--- src/rtl/entry_table_pkg.sv ---
// entry_table_pkg: shared sizes, read FSM states and one-hot decode for the entry table controller
package entry_table_pkg;
  localparam int NUM_ENTRIES = 32;
  localparam int IDX_W = 5;
  localparam int A_W = 5;
  localparam int B_W = 16;
  typedef enum logic [1:0] {IDLE, DRIVE, RESP} rd_state_t;
  function automatic logic [NUM_ENTRIES-1:0] onehot(input logic [IDX_W-1:0] i);
    return {{(NUM_ENTRIES-1){1'b0}}, 1'b1} << i;
  endfunction
endpackage

--- src/rtl/lowest_free_enc.sv ---
// lowest_free_enc: index of the lowest clear bit in the valid vector plus an any-free flag
module lowest_free_enc
  import entry_table_pkg::*;
(
  input  logic [NUM_ENTRIES-1:0] valid,
  output logic [IDX_W-1:0]       idx,
  output logic                   any_free
);
  always_comb begin
    idx = '0;
    for (int i = NUM_ENTRIES - 1; i >= 0; i--)
      if (!valid[i]) idx = IDX_W'(i);
  end
  assign any_free = ~&valid;
endmodule

--- src/rtl/entry_table_ctrl.sv ---
// entry_table_ctrl: allocation, write-enable and read-handshake control for the wired-OR entry table
module entry_table_ctrl
  import entry_table_pkg::*;
(
  input  logic                   clk,
  input  logic                   reset,
  input  logic                   alloc_req,
  input  logic [B_W-1:0]         alloc_b,
  output logic                   alloc_gnt,
  output logic [IDX_W-1:0]       alloc_idx,
  input  logic                   free_req,
  input  logic [IDX_W-1:0]       free_idx,
  input  logic                   upd_req,
  input  logic [IDX_W-1:0]       upd_idx,
  input  logic [A_W-1:0]         upd_a,
  input  logic                   rd_req,
  input  logic [IDX_W-1:0]       rd_idx,
  output logic                   rd_rdy,
  output logic                   rd_valid,
  output logic                   rd_hit,
  output logic [A_W-1:0]         rd_a,
  output logic [B_W-1:0]         rd_b,
  output logic [A_W-1:0]         value_a,
  output logic [B_W-1:0]         value_b,
  output logic [NUM_ENTRIES-1:0] a_in_en,
  output logic [NUM_ENTRIES-1:0] b_in_en,
  output logic [NUM_ENTRIES-1:0] a_out_en,
  output logic [NUM_ENTRIES-1:0] b_out_en,
  input  logic [A_W-1:0]         a_bus,
  input  logic [B_W-1:0]         b_bus,
  output logic [IDX_W:0]         free_count,
  output logic                   full,
  output logic                   err_free
);
  localparam logic [IDX_W:0] CNT_MAX = (IDX_W+1)'(NUM_ENTRIES);
  logic [NUM_ENTRIES-1:0] valid;
  logic [IDX_W-1:0] low_idx, ridx;
  logic any_free, free_ok, upd_ok, rd_acc;
  rd_state_t state, state_n;
  lowest_free_enc u_enc (.valid(valid), .idx(low_idx), .any_free(any_free));
  assign full = !any_free;
  assign alloc_gnt = alloc_req && !full;
  assign alloc_idx = low_idx;
  assign free_ok = free_req && valid[free_idx];
  assign upd_ok = upd_req && valid[upd_idx];
  // a read must not sample an entry whose table write is still in flight
  assign rd_rdy = (state == IDLE) && !(|a_in_en) && !(|b_in_en);
  assign rd_acc = rd_req && rd_rdy;
  assign b_out_en = a_out_en;
  always_comb begin
    state_n = (state == IDLE) ? (rd_acc ? DRIVE : IDLE) : (state == DRIVE) ? RESP : IDLE;
    rd_valid = state == RESP;
    a_out_en = (state == DRIVE && valid[ridx]) ? onehot(ridx) : '0;
  end
  always_ff @(posedge clk) begin
    if (reset) state <= IDLE;
    else state <= state_n;
  end
  always_ff @(posedge clk) begin
    if (reset) begin
      valid <= '0;
      free_count <= CNT_MAX;
      a_in_en <= '0;
      b_in_en <= '0;
      value_a <= '0;
      value_b <= '0;
      err_free <= 1'b0;
      ridx <= '0;
      rd_hit <= 1'b0;
      rd_a <= '0;
      rd_b <= '0;
    end else begin
      valid <= (valid & ~(free_ok ? onehot(free_idx) : '0)) | (alloc_gnt ? onehot(low_idx) : '0);
      free_count <= (free_ok && !alloc_gnt && free_count != CNT_MAX) ? free_count + 1'b1 :
                    (alloc_gnt && !free_ok && free_count != '0) ? free_count - 1'b1 : free_count;
      b_in_en <= alloc_gnt ? onehot(low_idx) : '0;
      if (alloc_gnt) value_b <= alloc_b;
      a_in_en <= upd_ok ? onehot(upd_idx) : '0;
      if (upd_ok) value_a <= upd_a;
      err_free <= free_req && !valid[free_idx];
      if (rd_acc) ridx <= rd_idx;
      // capture uses the pre-edge valid bit, so a concurrent free does not affect this read
      if (state == DRIVE) begin
        rd_hit <= valid[ridx];
        rd_a <= valid[ridx] ? a_bus : '0;
        rd_b <= valid[ridx] ? b_bus : '0;
      end
    end
  end
endmodule

--- config.mk ---
export PLATFORM = sky130hd
export DESIGN_NAME = entry_table_ctrl
export DESIGN_NICKNAME = d
export VERILOG_FILES = /design/src/rtl/entry_table_pkg.sv /design/src/rtl/lowest_free_enc.sv /design/src/rtl/entry_table_ctrl.sv
export SDC_FILE = /design/constraint.sdc
export NUM_CORES = 1
export LEC_CHECK = 0
export ABC_AREA = 1
export BUFFER_PORTS_ARGS = -buffer_cell sky130_fd_sc_hd__buf_2
export CORE_UTILIZATION = 40
export DETAILED_ROUTE_END_ITERATION = 6
export GPL_TIMING_DRIVEN = 0
export PLACE_DENSITY = 0.67
export SKIP_LAST_GASP = 1
export SYNTH_ARGS = -nofsm -noshare
export SYNTH_HDL_FRONTEND = slang
export SYNTH_SLANG_ARGS = --single-unit
--- constraint.sdc ---
create_clock -name clk -period 5.1 [get_ports clk]
set_input_delay 1.02 -clock clk [delete_from_list [all_inputs] [get_ports clk]]
set_output_delay 1.02 -clock clk [all_outputs]
set_load 0.005 [all_outputs]
==> results by group <==
Floorplanning
  • Chip width: 134 microns
  • Core area: 16800 sq um
  • Core Rows: 47
  • Die height: 134 microns
  • Die Area: 18000 sq um
  • Io pins: 250
  • Initial core utilization: 41.5%

Global route
  • Global route overflow: 0
  • Overall routing resource usage: 25.9%
  • Initial antenna violation count: 0
  • Largest net degree at the start of global routing: 18
  • Vias in the first global route: 6849
  • First-pass GRT wire length: 36.1 mm

Clock tree
  • CTS root buf: clkbuf_16
  • Clk sinks: 153
  • Htree depth: 4
  • Clk pin slew, worst setup/hold paths: 0.07 ns
  • Resized Gates After CTS: 0
  • Worst skew pair latency: 0.43 ns
  • Max Root-Sink Buffers: 2
  • Setup Fix Bufs, Post-CTS: 0
  • Hold_buf cts: 0
  • CTS buffer count: 17
  • CTS tree: done

Placed design
  • IO Port Bufs: 248
  • DP HPWL: 18.6 mm
  • Global placer's final weighted congestion: 0.961

Power and ir drop
  • Peak supply drop: 0.228 mV
  • Switching Share: 28.4%
  • Comb pwr share: 12.3%
  • Switching pwr: 0.838 mW
  • Internal: 2.11 mW
  • PwrDens: 323 nW/um^2
  • Part of the power in the clock network: 44.8%
  • Flop pwr share: 42.9%
  • P_leak: 4.26 nW

Yosys
  • Post-synthesis instance total: 948
  • Syn_area_per_cell: 7.37 sq um
  • Seq/Total Area, Yosys: 43.9%
  • Netlist Area Pre-Place: 6980 sq um
  • Flops & latches, synth: 153
  • Netlist cell types: 39
  • Syn_nets: 1016
  • Synth warnings: 0

Setup path
  • Crit start category: input pin
  • WP data required: 5.40 ns
  • Crit Path Max Fanout: 7
  • CP Class: input pin to register
  • Crit. End Element: register
  • Critical Path AT: 4.73 ns

Routing
  • DRC: 0
  • Vias per cell: 5.29
  • Antenna Nets Post-Route: 0
  • Total number of vias: 7667
  • Initial DRC Count: 724
  • WL/cell: 16.6 microns
  • DRT Pass-1 Iters: 6
  • WL final: 24.0 mm

Timing
  • Crit path time final: 4.44 ns
  • Worst slew pin tran: 0.941 ns
  • Fmax: 225 MHz
  • Setup Viol. Count Final: 0
  • RSZ-0062 raised after global routing: false
  • Worst hold slack: 0.462 ns
  • Pins Over Slew Limit: 0
  • Final period util: 87.0%
  • Worst clock skew: 0.0109 ns
  • Setup TNS Final: 0 ns
  • Endpoints failing hold: 0
  • Slew headroom: 37.1%

Cells and area
  • ANT cells: 0
  • Nets: 1283
  • Area grow syn2layout: 30.8%
  • Fraction of layout cells with a size suffix above 1: 27.0%
  • Final core utilization: 54.3%

Run
  • Max Cap Viol: 0

Hold path
  • Worst hold path class: register to register

Run status
  • Status: complete, no violations
==> metal layers <==
metal,vias to the layer above,track usage (%),wire length (microns)
li1,3742,-,-
met1,3470,34.8,10600
met2,398,40.3,10700
met3,57,5.44,2090
met4,0,10.9,675
met5,-,0,0
==> critical path, stage by stage <==
cell and delay, ns:
buf_2 0.10, inv_1 0.05, nor2_1 0.53, inv_1 0.31
o22ai_1 0.18, a21oi_1 0.06, o211ai_1 0.09, o311ai_0 0.19
nand3_1 0.12, nand2_1 0.08, nor2_1 0.22, nand3_1 0.28
ha_1 0.41, a21oi_1 0.14, inv_1 0.05, a31oi_1 0.18
or2_2 0.15, nand2_1 0.04, a21oi_1 0.17, o21ai_1 0.07
o21ai_0 0.09, or2_0 0.14, nand3_1 0.06
==> cell type report <==
type / count / area [sq um]
buffer: 73 / 403
clock buffer: 17 / 425
clock inverter: 15 / 206
fill: 1701 / 7690
inverter: 95 / 357
multi-input combinational: 627 / 3160
sequential: 153 / 3060
tap: 220 / 275
timing repair buffer: 248 / 1240
==> cells in the final DEF (no fill, tap or decap), drive strengths merged, types with 29 or more instances in the layout <==
cell and instances:
inv 97, o21ai 33, dfxtp 153, nor2 152, nand2 149, nand3 80
nor3 29, clkbuf 52, o22ai 32, a21oi 49, buf 286
==> power groups by stage <==
stage	Clock (mW)	Sequential, mW	Combinational [mW]
final	1.32	1.27	0.361
after global routing	1.39	1.27	0.401
after CTS	1.34	1.27	0.358
after detailed placement	0	1.29	0.356
after global placement	0	1.29	0.351
after floorplan	0	1.29	0.219
==> per-stage QoR <==
stage,cell area (sq um),cells,setup WS (ns),power [mW]
5_1_grt,9130,1448,0.308,3.07
4_1_cts,9130,1448,0.705,2.97
2_1_floorplan,6980,948,1.36,1.51
3_3_place_gp,8500,1416,0.414,1.64
6_report,9130,1448,0.661,2.95
3_5_place_dp,8500,1416,0.345,1.65
==> registers in the layout (all words and copies together), names as in the netlist <==
| register | cells |
|---|---|
| a_in_en | 32 |
| b_in_en | 32 |
| valid | 32 |
| rd_b | 16 |
| value_b | 16 |
| free_count | 6 |
| rd_a | 5 |
| ridx | 5 |
| value_a | 5 |
| state | 2 |
| err_free | 1 |
| rd_hit | 1 |
==> cell usage after synthesis, drive strengths merged <==
cell,number,area [sq um]
dfxtp,153,3060
nor2,152,578
nand2,149,584
inv,91,342
nand3,80,405
a21oi,49,245
buf,38,272
clkbuf,35,131
o21ai,33,165
o22ai,32,200
nor3,29,145
o311ai,24,210
nor4,18,113
nand4,11,93.8
o211ai,9,67.6
o21bai,9,67.6
o32ai,8,70.1
a31oi,4,25.0
clkinv,4,15.0
ha,4,50.1
a221oi,3,26.3
or2,3,18.8
o2111ai,2,17.5
o41ai,2,17.5
xnor2,2,17.5
fa,1,20.0
nor3b,1,7.51
nor4b,1,8.76
or4,1,7.51
==> logic make-up (layout without fill, tap and decap cells) <==
logic type / after synthesis / after routing / share of synthesized area [%]
fa+ha+maj: 5 / 5 / 1.00
compound gates: 175 / 175 / 15.9
simple gates: 445 / 445 / 28.1
buf+inv: 168 / 448 / 10.9
flops: 153 / 153 / 43.9
xor+xnor: 2 / 2 / 0.251
==> path summary, 6_finish.rpt <==
kind	from	end	slack, ns	depth (start not counted)
max	free_idx[0]	free_count[5]$_SDFFE_PP1P_	0.66	23
min reg2reg	rd_b[14]$_SDFFE_PP0P_	rd_b[14]$_SDFFE_PP0P_	0.46	2
min	rd_b[14]$_SDFFE_PP0P_	rd_b[14]$_SDFFE_PP0P_	0.46	2
max reg2reg	valid[25]$_SDFF_PP0_	free_count[5]$_SDFFE_PP1P_	1.04	19
Power figures use the tool's default switching activity.
